--- src/rtl/i2c_bus_cond_gen.sv ---
// I2C bus-condition generator: START, repeated START and STOP with setup/hold timing and SCL stretch.
// Optional feature macro: I2C_COND_ARB_CHECK_EN (SDA arbitration-loss abort during timed waits).
module i2c_bus_cond_gen #(
    parameter int CNT_W = 8,
    parameter int T_SU  = 4,
    parameter int T_HD  = 4
) (
    input  logic       i_clk,
    input  logic       i_rst_n,
    input  logic       i_en,
    input  logic [1:0] i_cmd,
    input  logic       i_SCL,
    input  logic       i_SDA,
    output logic       o_SCL,
    output logic       o_SDA,
    output logic       o_busy,
    output logic       o_done,
    output logic       o_arb_lost,
    output logic [2:0] dbg_state
);
    typedef enum logic [2:0] {
        IDLE     = 3'd0,
        SDA_PREP = 3'd1,
        SCL_REL  = 3'd2,
        SU_WAIT  = 3'd3,
        SDA_EDGE = 3'd4,
        HD_WAIT  = 3'd5,
        FINISH   = 3'd6
    } state_t;

    localparam logic [1:0] CMD_NOP    = 2'b00;
    localparam logic [1:0] CMD_START  = 2'b01;
    localparam logic [1:0] CMD_STOP   = 2'b11;
    localparam logic [CNT_W-1:0] SU_LOAD = CNT_W'(T_SU - 1);
    localparam logic [CNT_W-1:0] HD_LOAD = CNT_W'(T_HD - 1);

    state_t           state_q, state_d;
    logic [CNT_W-1:0] cnt_q, cnt_d;
    logic             stop_q, stop_d;
    logic             scl_d, sda_d, busy_d, done_d, arb_d;
    logic             stretch, cnt_zero;

    // Handshake: i_en/i_cmd is a request taken only on an edge where o_busy is low;
    // each accepted non-NOP command is closed by exactly one o_done (or o_arb_lost) pulse.
    assign stretch   = o_SCL && !i_SCL;
    assign cnt_zero  = (cnt_q == '0);
    assign dbg_state = state_q;

    always_ff @(posedge i_clk or negedge i_rst_n) begin
        if (!i_rst_n) begin
            state_q    <= IDLE;
            cnt_q      <= '0;
            stop_q     <= 1'b0;
            o_SCL      <= 1'b1;
            o_SDA      <= 1'b1;
            o_busy     <= 1'b0;
            o_done     <= 1'b0;
            o_arb_lost <= 1'b0;
        end else begin
            state_q    <= state_d;
            cnt_q      <= cnt_d;
            stop_q     <= stop_d;
            o_SCL      <= scl_d;
            o_SDA      <= sda_d;
            o_busy     <= busy_d;
            o_done     <= done_d;
            o_arb_lost <= arb_d;
        end
    end

    always_comb begin
        state_d = state_q;
        cnt_d   = cnt_q;
        stop_d  = stop_q;
        scl_d   = o_SCL;
        sda_d   = o_SDA;
        busy_d  = o_busy;
        done_d  = 1'b0;
        arb_d   = 1'b0;
        case (state_q)
            IDLE, FINISH: begin
                state_d = IDLE;
                busy_d  = 1'b0;
                if (i_en && i_cmd != CMD_NOP) begin
                    busy_d  = 1'b1;
                    stop_d  = (i_cmd == CMD_STOP);
                    cnt_d   = SU_LOAD;
                    if (o_SCL && i_cmd == CMD_START) begin
                        state_d = SU_WAIT;
                        sda_d   = 1'b1;
                    end else if (o_SCL && i_cmd == CMD_STOP) begin
                        state_d = SU_WAIT;
                        sda_d   = 1'b0;
                    end else begin
                        // SCL is (or goes) low first so SDA may move without forming a condition
                        state_d = SDA_PREP;
                        scl_d   = 1'b0;
                        sda_d   = (i_cmd != CMD_STOP);
                    end
                end
            end
            SDA_PREP: begin
                if (cnt_zero) begin
                    state_d = SCL_REL;
                    scl_d   = 1'b1;
                end else begin
                    cnt_d = cnt_q - CNT_W'(1);
                end
            end
            SCL_REL: begin
                state_d = SU_WAIT;
                cnt_d   = SU_LOAD;
            end
            SU_WAIT: begin
                if (!stretch) begin
                    if (cnt_zero) begin
                        state_d = SDA_EDGE;
                        sda_d   = stop_q;
                    end else begin
                        cnt_d = cnt_q - CNT_W'(1);
                    end
                end
            end
            SDA_EDGE: begin
                state_d = HD_WAIT;
                cnt_d   = HD_LOAD;
            end
            HD_WAIT: begin
                if (!stretch) begin
                    if (cnt_zero) begin
                        state_d = FINISH;
                        busy_d  = 1'b0;
                        done_d  = 1'b1;
                        if (!stop_q) scl_d = 1'b0;
                    end else begin
                        cnt_d = cnt_q - CNT_W'(1);
                    end
                end
            end
            default: begin
                state_d = IDLE;
                busy_d  = 1'b0;
            end
        endcase
`ifdef I2C_COND_ARB_CHECK_EN
        // Another master pulled SDA low while we released it: back off completely
        if ((state_q == SU_WAIT || state_q == HD_WAIT) && o_SDA && !i_SDA && i_SCL) begin
            state_d = IDLE;
            cnt_d   = '0;
            scl_d   = 1'b1;
            sda_d   = 1'b1;
            busy_d  = 1'b0;
            done_d  = 1'b0;
            arb_d   = 1'b1;
        end
`endif
    end

`ifndef I2C_COND_ARB_CHECK_EN
    logic unused_sda;
    assign unused_sda = i_SDA;
`endif

endmodule

--- config.mk ---
export PLATFORM = sky130hd
export DESIGN_NAME = i2c_bus_cond_gen
export DESIGN_NICKNAME = d
export VERILOG_FILES = /design/src/rtl/i2c_bus_cond_gen.sv
export SDC_FILE = /design/constraint.sdc
export NUM_CORES = 1
export LEC_CHECK = 0
export ABC_AREA = 1
export BUFFER_PORTS_ARGS = -buffer_cell sky130_fd_sc_hd__buf_2
export CORE_MARGIN = 2
export CORE_UTILIZATION = 51
export DETAILED_ROUTE_END_ITERATION = 7
export GPL_TIMING_DRIVEN = 0
export HOLD_SLACK_MARGIN = 0.12
export PLACE_DENSITY = 0.74
export SYNTH_ARGS = -nofsm -noshare
export SYNTH_HDL_FRONTEND = slang
export SYNTH_SLANG_ARGS = --single-unit
--- constraint.sdc ---
create_clock -name i_clk -period 1.3 [get_ports i_clk]
set_input_delay 0.13 -clock i_clk [delete_from_list [all_inputs] [get_ports i_clk]]
set_output_delay 0.13 -clock i_clk [all_outputs]
set_load 0.01 [all_outputs]
### Yosys cells after proc, flatten, opt, wreduce, memory -nomap -nowiden

Cells that the tools add are included.

| word-level totals | value |
|---|---|
| register bits | 16 |
| bits of input ports | 7 |

| cells by class | value |
|---|---|
| add/subtract/negate cells | 1 |
| eq/ne operators | 19 |
| muxes and demuxes | 34 |
| bitwise gates (word level) | 1 |
| reduce and logical (&&, ||, !) cells | 21 |

Operator list:

| operator | count |
|---|---|
| $pmux 8 s4 | 1 |
| $mux 8 | 3 |
| $ne 2x2->1 const B | 11 |
| $mux 1 | 18 |
| $pmux 3 s6 | 1 |
| $mux 3 | 5 |
| $eq 3x3->1 const B | 3 |
| $logic_not 8->1 | 1 |
| $reduce_and 8->1 | 1 |
| $sub 8x1->8 const B | 1 |
| $eq 3x2->1 const B | 2 |
| $mux 2 | 3 |
| $pmux 1 s3 | 2 |
| $reduce_and 3->1 | 2 |
| $reduce_or 2->1 | 3 |
| $reduce_and 5->1 | 1 |
| $logic_and 1x1->1 | 4 |
| $reduce_and 4->1 | 1 |
| $reduce_bool 2->1 | 2 |
| $reduce_bool 4->1 | 1 |
| $reduce_or 4->1 | 1 |
| $eq 3x1->1 const B | 1 |
| $logic_not 3->1 | 1 |
| $reduce_bool 3->1 | 1 |
| other kinds (6) | 6 |

### Longest topological paths before layout

Gate-level depths: netlist of run 1.

| logic depth | value |
|---|---|
| depth in word-level cells | 6 |
| mapped depth | 10 |
| mapped depth without buffers | 9 |

### Worst setup path before layout of run 1

OpenSTA, ideal clock, no wires.

| timing path | value |
|---|---|
| path type | register -> register |
| start point | register state_q[2], in the netlist dbg_state[2] |
| end point | register cnt_q[1] |
| setup time | 0.119 ns |
| data arrival time | 1.205 ns |
| required time | 1.181 ns |
| setup slack | -0.024 ns |
| cell stages (with the launch flop) | 11 |
| buffers on the path | 2 |
| clock period less this slack | 1.324 ns |
| cell sequence | dfrtp_1 buf_6 inv_4 nand2_2 nand2_2 nor2_4 a21oi_2 nand2_2 buf_6 nand2_2 o21ai_2 |

| on the way | value |
|---|---|
| longest elaborated chain between the ends | 4 |
| elaborated cells between the ends (all ways) | 15 |

RTL lines:

| element | line | source |
|---|---|---|
| start: declaration | 37 | `state_t state_q, state_d;` |
| start signal: assignment | 60 | `state_q <= state_d;` |
| $eq 3x3->1 (tied with other cells) | 80 | `case (state_q)` |
| $reduce_or 2->1 (on tied branches) | -- |  |
| $ne 2x2->1 (no line) or $reduce_bool 4->1 (tied branches) | -- |  |
| $reduce_and 3->1 (no line) | -- |  |
| end signal: assignment | 61 | `cnt_q <= cnt_d;` |
| end: declaration | 38 | `logic [CNT_W-1:0] cnt_q, cnt_d;` |

Several ways; a longest one is shown, not always the timed one.
A chain may end at the register's enable or synchronous reset.

### Worst setup path in the final report of run 1

| timing path | value |
|---|---|
| start point | register state_q[2], in the netlist dbg_state[2] |
| end point | register cnt_q[5] |

The elaborated chain is that of the path after synthesis.

==> impl_metrics.csv, run 1 <==
group,metric,value,unit
floorplan,floorplan.rows,17,
logic_synthesis,yosys_register_bits,16,
logic_synthesis,synth.area.mux_share,0,%
placed_design,hpwlAfterDp,1.85,mm
critical_path,endpoint_arrival_time_on_the_critical_path,1.58,ns
clocking,clk_path_buf_depth,2,
cells_and_area,final_net_count,221,
placed_design,place.port_buffers,12,
floorplan,die_height,52.6,um
logic_synthesis,synth_top_family_by_area,"simple AND/OR/NAND/NOR gates",
route,routed_wire_length_per_instance,12.0,um
grt,track_usage,22.8,%
clocking,cts_num_sinks,16,
clocking,clkSlewWorstSetupHoldPaths,0.10,ns
min_path,min_path_type,"input port to flop",
cells_and_area,finish.instance_area,1590,um^2
clocking,cts_tree,"yes",
route,firstDrtPassIters,4,
floorplan,initial_standard_cell_utilization_of_the_core,54.4,%
floorplan,ioPinCount,15,
logic_synthesis,synth_simple_gate_area_share,41.0,%
min_path,hold_start,"i_cmd[1]",
logic_synthesis,synth-async-reset-ratio,100,%
sta,rsz0062_at_grt,"yes",
route,postRouteAntennaNets,0,
critical_path,setup.worst_path.class,"flop to flop",
logic_synthesis,fraction_of_the_yosys_area_taken_by_sequential_cells,33.5,%
sta,fmax,718,MHz
logic_synthesis,synth_area_per_cell,6.79,um^2
route,iteration_0_drc_markers,37,
placed_design,routabilityCongestion,0.832,
cells_and_area,share_of_final_layout_standard_cells_stronger_than_drive_strength_1,41.9,%
logic_synthesis,synthDistinctLibCells,27,
min_path,timing.hold.worst_path_depth,3,
sta,report.final.hold_viol_count,0,
sta,layout_setup_ws,-0.0921,ns
power,power.leakage,0.824,nW
critical_path,number_of_cells_on_the_worst_reg_to_reg_path,9,
sta,setup-violations-final,9,
logic_synthesis,mappedNetlistArea,1200,um^2
sta,final-max-slew-violation-count,0,
sta,hold_slack,0.204,ns
grt,grt_antenna_before_repair,0,
sta,period_minus_slack,1.39,ns
power,power.density,2420,nW/um^2
sta,finalSetupTns,-0.646,ns
floorplan,fp.dieW,52.6,um
grt,grt_max_degree,17,
logic_synthesis,synth_area_in_compound_gates,10.5,%
logic_synthesis,synth.yosys.warnings,0,
logic_synthesis,synth_adder_area_share,3.12,%
grt,gr-total-overflow,0,
clocking,cts-htree-levels,1,
grt,grt_first_pass_wirelength,4.66,mm
outcome,run_status,"finished with violations",
critical_path,data_required_time_at_the_worst_endpoint,1.49,ns
logic_synthesis,synth_edf_count,0,
clocking,cts_inserted_buffers,3,
logic_synthesis,synthXorXnorAreaFrac,1.46,%
cells_and_area,antennaDiodeCount,0,
cells_and_area,filler_cell_count,183,
sta,timing.final.crit_share,107,%
critical_path,timing.reg2reg.setup_slack,-0.09,ns
logic_synthesis,postSynthCellCount,177,
critical_path,path_max_fanout,5,
grt,grt_pass1_vias,1116,
clocking,clk_latency,0.29,ns
route,wirelength,2.86,mm
flow_run,cap_violations,0,
logic_synthesis,synth_ff_type,"dfrtp_1",
cells_and_area,layout-area-overhead-vs-synth,31.9,%
power,peakVddDrop,1.64,mV
placed_design,placement.setup.worst_slack,-0.106,ns
route,drc,0,
placed_design,dpl_cell_area,1300,um^2
floorplan,dieArea,2760,um^2
critical_path,worstReg2RegEnd,"cnt_q[5]",
route,viasPerCell,5.21,
sta,final.setup_skew,0.00410,ns
min_path,whs_endpoint,"stop_q",
critical_path,critical_path.startpoint_type,"flop",
floorplan,core-area,2210,um^2
outcome,violations,"negative setup slack",
critical_path,reg2reg_from,"dbg_state[2]",
cells_and_area,final_core_utilization,71.7,%
route,detailroute.via_count,1239,
logic_synthesis,postSynthNetCount,187,
clocking,clock_tree_root,"clkbuf_4",
critical_path,endpoint_kind,"flop",
-- logic make-up after synthesis --
logic type	Yosys count
AOI/OAI and AO/OA	21
xor gates and xnor gates	2
and+or+nand+nor	111
DFF	16
buffers and inverters	23
adders and majority gates	3
other	1
-- cells in the mapped netlist (2+ instances only) --
cell type | n | area [um^2]
nand2_1 | 65 | 244
nor2_1 | 17 | 63.8
dfrtp_1 | 14 | 350
inv_1 | 14 | 52.6
nand3_1 | 11 | 55.1
nand2_2 | 9 | 56.3
o21ai_0 | 8 | 40.0
o21ai_1 | 4 | 20.0
o21ai_2 | 4 | 35.0
a21oi_1 | 3 | 15.0
buf_6 | 3 | 33.8
ha_1 | 3 | 37.5
nor2_2 | 3 | 18.8
buf_4 | 2 | 15.0
dfstp_2 | 2 | 52.6
inv_2 | 2 | 7.51
inv_4 | 2 | 12.5
nand3_2 | 2 | 20.0
-- power breakdown --
part           internal, mW  total (mW)  switching, mW
logic                  1.11        2.67           1.57
clock network         0.171       0.337          0.166
registers             0.700       0.824          0.124
total                  1.98        3.84           1.86
-- cell type report --
type                       instances  area (um^2)  area share [%]
sequential                        16          404            25.5
inverter                          18         77.6            4.89
multi-input combinational        138          769            48.5
timing repair buffer              29          208            13.1
clock buffer                       4         36.3            2.29
tap                               28         35.0            2.21
buffer                             5         56.3            3.55
-- critical path, cell delays in order, from the launching register on --
cell and delay [ns]:
dfrtp_1 0.38, buf_6 0.15, nand2_1 0.12, nand2_4 0.11
nor2_4 0.04, a21oi_2 0.11, nand2_2 0.11, buf_4 0.15
nand2_1 0.07, o21ai_2 0.05
-- worst max-delay path by stage --
stage | startpoint | end | slack, ns
floorplan | dbg_state[2] | cnt_q[1] | -0.009
global placement | o_SCL | cnt_q[0] | -0.08
detailed placement | o_SCL | cnt_q[3] | -0.11
CTS | dbg_state[0] | cnt_q[2] | -0.06
global route | dbg_state[1] | cnt_q[3] | -0.18
finish | dbg_state[2] | cnt_q[5] | -0.09
-- sequential cells by signal, indices dropped and copies added (netlist names) --
register,cells
o_busy,1
dbg_state,3
o_SCL,1
o_SDA,1
stop_q,1
cnt_q,8
o_done,1
-- layout by cell type (no fill, tap or decap), types with 6 or more instances in the layout --
cell,count
nand2_2,16
o21ai_0,6
inv_2,7
inv_1,9
dfrtp_1,13
nor2_1,14
buf_4,16
nand3_1,9
buf_2,12
nand2_1,54
-- through the flow --
stage | std cells | power [mW]
finish | 238 | 3.84
global route | 238 | 4.19
CTS | 232 | 3.43
detailed placement | 217 | 2.82
global placement | 217 | 2.77
floorplan | 177 | 2.41
-- timing repair --
item	in CTS	in global routing
gates resized for setup	13	22
setup buffers	10	5
hold endpoints to repair	16	0
pin swaps	4	7
endpoints found under the setup margin	14	16
gates cloned	0	1
hold buffers	1	0
-- layer usage --
layer	global-route usage (%)	part of all wire, %
met2	39.6	51
met3	6.29	5.5
met1	28.9	44
met5	0	0
met4	2.99	0
Power figures use the tool's default switching activity.
==> run 2: changes to the inputs <==
- CORE_UTILIZATION: 51 -> 55
- PLACE_DENSITY: 0.74 -> 0.76
- clock period: 1.3 -> 1.5 ns (I/O delays scaled with it)
==> run 2 against run 1 <==
Against the previous run: highest routed layer is now met4; via count fell by 11%; sequential cell count did not move; critical path type unchanged; hold slack improved by 0.012 ns; the flow now finishes without violations.
==> impl_metrics.csv, run 2 (synthesis gave the netlist of run 1 again) <==
group,metric,value,unit
outcome,run_status,"completed",
placed_design,hpwlAfterDp,1.86,mm
floorplan,dieArea,2580,um^2
placed_design,routabilityCongestion,0.834,
clocking,clk_latency,0.29,ns
floorplan,core-area,2000,um^2
sta,finalSetupTns,0,ns
grt,grt_pass1_vias,982,
sta,final-max-slew-violation-count,0,
power,peakVddDrop,1.24,mV
critical_path,crit_path_frequent_cell,"nand2_2",
power,intPower,1.40,mW
floorplan,initial_standard_cell_utilization_of_the_core,60.1,%
critical_path,data_required_time_at_the_worst_endpoint,1.68,ns
floorplan,die_height,50.8,um
critical_path,crit_chain,"buf_6, inv_4, nand2_2, nand2_2, nor2_4, a21oi_2, nand2_2, buf_6, nand2_2, o21ai_2",
power,finalPower,2.76,mW
critical_path,setup.worst_path.class,"flop to flop",
sta,layout_setup_ws,0.108,ns
route,routed_wire_length_per_instance,10.6,um
cells_and_area,layout-area-overhead-vs-synth,13.3,%
cells_and_area,final_core_utilization,68.1,%
clocking,cts_num_sinks,16,
clocking,cts-htree-levels,1,
cells_and_area,largest_register_ffs,8,
floorplan,floorplan.rows,16,
min_path,min_path_type,"input port to flop",
clocking,clk_path_buf_depth,2,
route,firstDrtPassIters,4,
critical_path,top_family_by_delay_on_critical_path,"flip-flops",
route,drc,0,
critical_path,critical_path.n_buffers_inverters,3,
cells_and_area,filler_cell_count,197,
route,postRouteAntennaNets,0,
grt,grt_first_pass_wirelength,4.06,mm
critical_path,critical_path.startpoint_type,"flop",
power,seq_power_share,25.8,%
route,iteration_0_drc_markers,26,
cells_and_area,share_of_final_layout_standard_cells_stronger_than_drive_strength_1,26.5,%
power,swShare,49.3,%
floorplan,ioPinCount,15,
clocking,clock_tree_root,"clkbuf_4",
grt,gr-total-overflow,0,
cells_and_area,final_common_cell,"nand2_1",
placed_design,placement.setup.worst_slack,0.0647,ns
grt,grt_max_degree,17,
flow_run,cap_violations,0,
route,detailroute.via_count,1107,
sta,hold_slack,0.215,ns
power,pwr-share-clk,10.4,%
grt,grt_antenna_before_repair,0,
critical_path,critical-path-max-stage-delay,0.41,ns
sta,timing.final.crit_share,92.8,%
sta,rsz0062_at_grt,"no",
power,power.density,2030,nW/um^2
sta,period_minus_slack,1.39,ns
floorplan,fp.dieW,50.8,um
critical_path,path_max_fanout,10,
route,wirelength,2.37,mm
power,p_sw,1.36,mW
cells_and_area,antennaDiodeCount,0,
clocking,clkSlewWorstSetupHoldPaths,0.10,ns
grt,track_usage,20.5,%
cells_and_area,largest_register_by_flop_count,"cnt_q",
power,power.leakage,0.725,nW
cells_and_area,final_net_count,207,
power,share_comb_of_total_power,63.8,%
critical_path,crit_path_max_delay_cell_type,"dfrtp_1",
clocking,cts_inserted_buffers,3,
route,viasPerCell,4.96,
critical_path,endpoint_arrival_time_on_the_critical_path,1.58,ns
sta,fmax,718,MHz
sta,report.final.hold_viol_count,0,
sta,setup-violations-final,0,
sta,final.setup_skew,0.00790,ns
placed_design,place.port_buffers,12,
clocking,cts_tree,"yes",
cells_and_area,most_used_cells_in_the_layout_excluding_fill_and_tap_cells,"65 x nand2_1, 17 x nor2_1, 14 x dfrtp_1, 12 x inv_1, 12 x buf_2",
critical_path,endpoint_kind,"flop",
run 2: cell types whose count changed in the layout (fill, tap and decap cells not counted), moves of 2 or more:
cell,before,now
nand2_4,5,1
nor2_1,14,17
buf_4,16,4
nor2_2,4,2
nand2_2,16,9
o21ai_0,6,8
nand3_1,9,11
nand3_2,4,2
inv_2,7,4
inv_1,9,12
nand2_1,54,65
run 2: per-layer routing:
layer	part of all wire [%]	vias to the layer above	track usage, %
met5	0	-	0
met4	1.6	0	6.76
met3	3.5	5	2.68
met2	49	23	36.0
met1	46	494	26.0
li1	-	585	-
run 2: area by class of cell:
class / instances / area [um^2] / share of cell area (%)
Buffer: 5 / 48.8 / 3.58
Clock buffer: 4 / 36.3 / 2.66
Inverter: 18 / 72.6 / 5.33
Multi-Input combinational cell: 138 / 683 / 50.1
Sequential cell: 16 / 403 / 29.6
Tap cell: 27 / 33.8 / 2.48
Timing Repair Buffer: 15 / 85.1 / 6.24
run 2: stage by stage:
stage,instance area [um^2],std cells
floorplan,1200,177
global placement,1300,216
detailed placement,1300,216
CTS,1340,221
global route,1360,223
finish,1360,223
run 2: worst reg2reg max path: stages (launching register included):
cell and delay [ns]:
dfrtp_1 0.41, buf_6 0.15, inv_4 0.09, nand2_2 0.06, nand2_2 0.08, nor2_4 0.05, a21oi_2 0.11, nand2_2 0.07
buf_6 0.15, nand2_2 0.07, o21ai_2 0.05
run 2: worst paths after layout:
path                              startpoint  endpoint  slack (ns)  cells past startpoint
worst min register to register         o_SDA     o_SDA        0.47                      2
worst min-delay path                i_cmd[1]    stop_q        0.22                      3
min in group asynchronous            i_rst_n  cnt_q[2]        0.28                      2
max in group asynchronous            i_rst_n     o_SCL        0.91                      2
worst max-delay path            dbg_state[2]  cnt_q[1]        0.11                     10
worst max register to register  dbg_state[2]  cnt_q[1]        0.11                     10
run 2: what timing repair did:
item	in CTS	in global routing
hold buffers	1	0
buffers inserted	0	2
endpoints found under the setup margin	0	10
resized for setup	0	3
hold endpoints to repair	16	0
run 2: power by group through the flow:
stage               registers, mW  clock network, mW  logic (mW)
floorplan                   0.746                  0        1.33
global placement            0.718                  0        1.68
detailed placement          0.725                  0        1.72
CTS                         0.716              0.295        1.73
global route                0.732              0.305        2.01
finish                      0.712              0.287        1.76
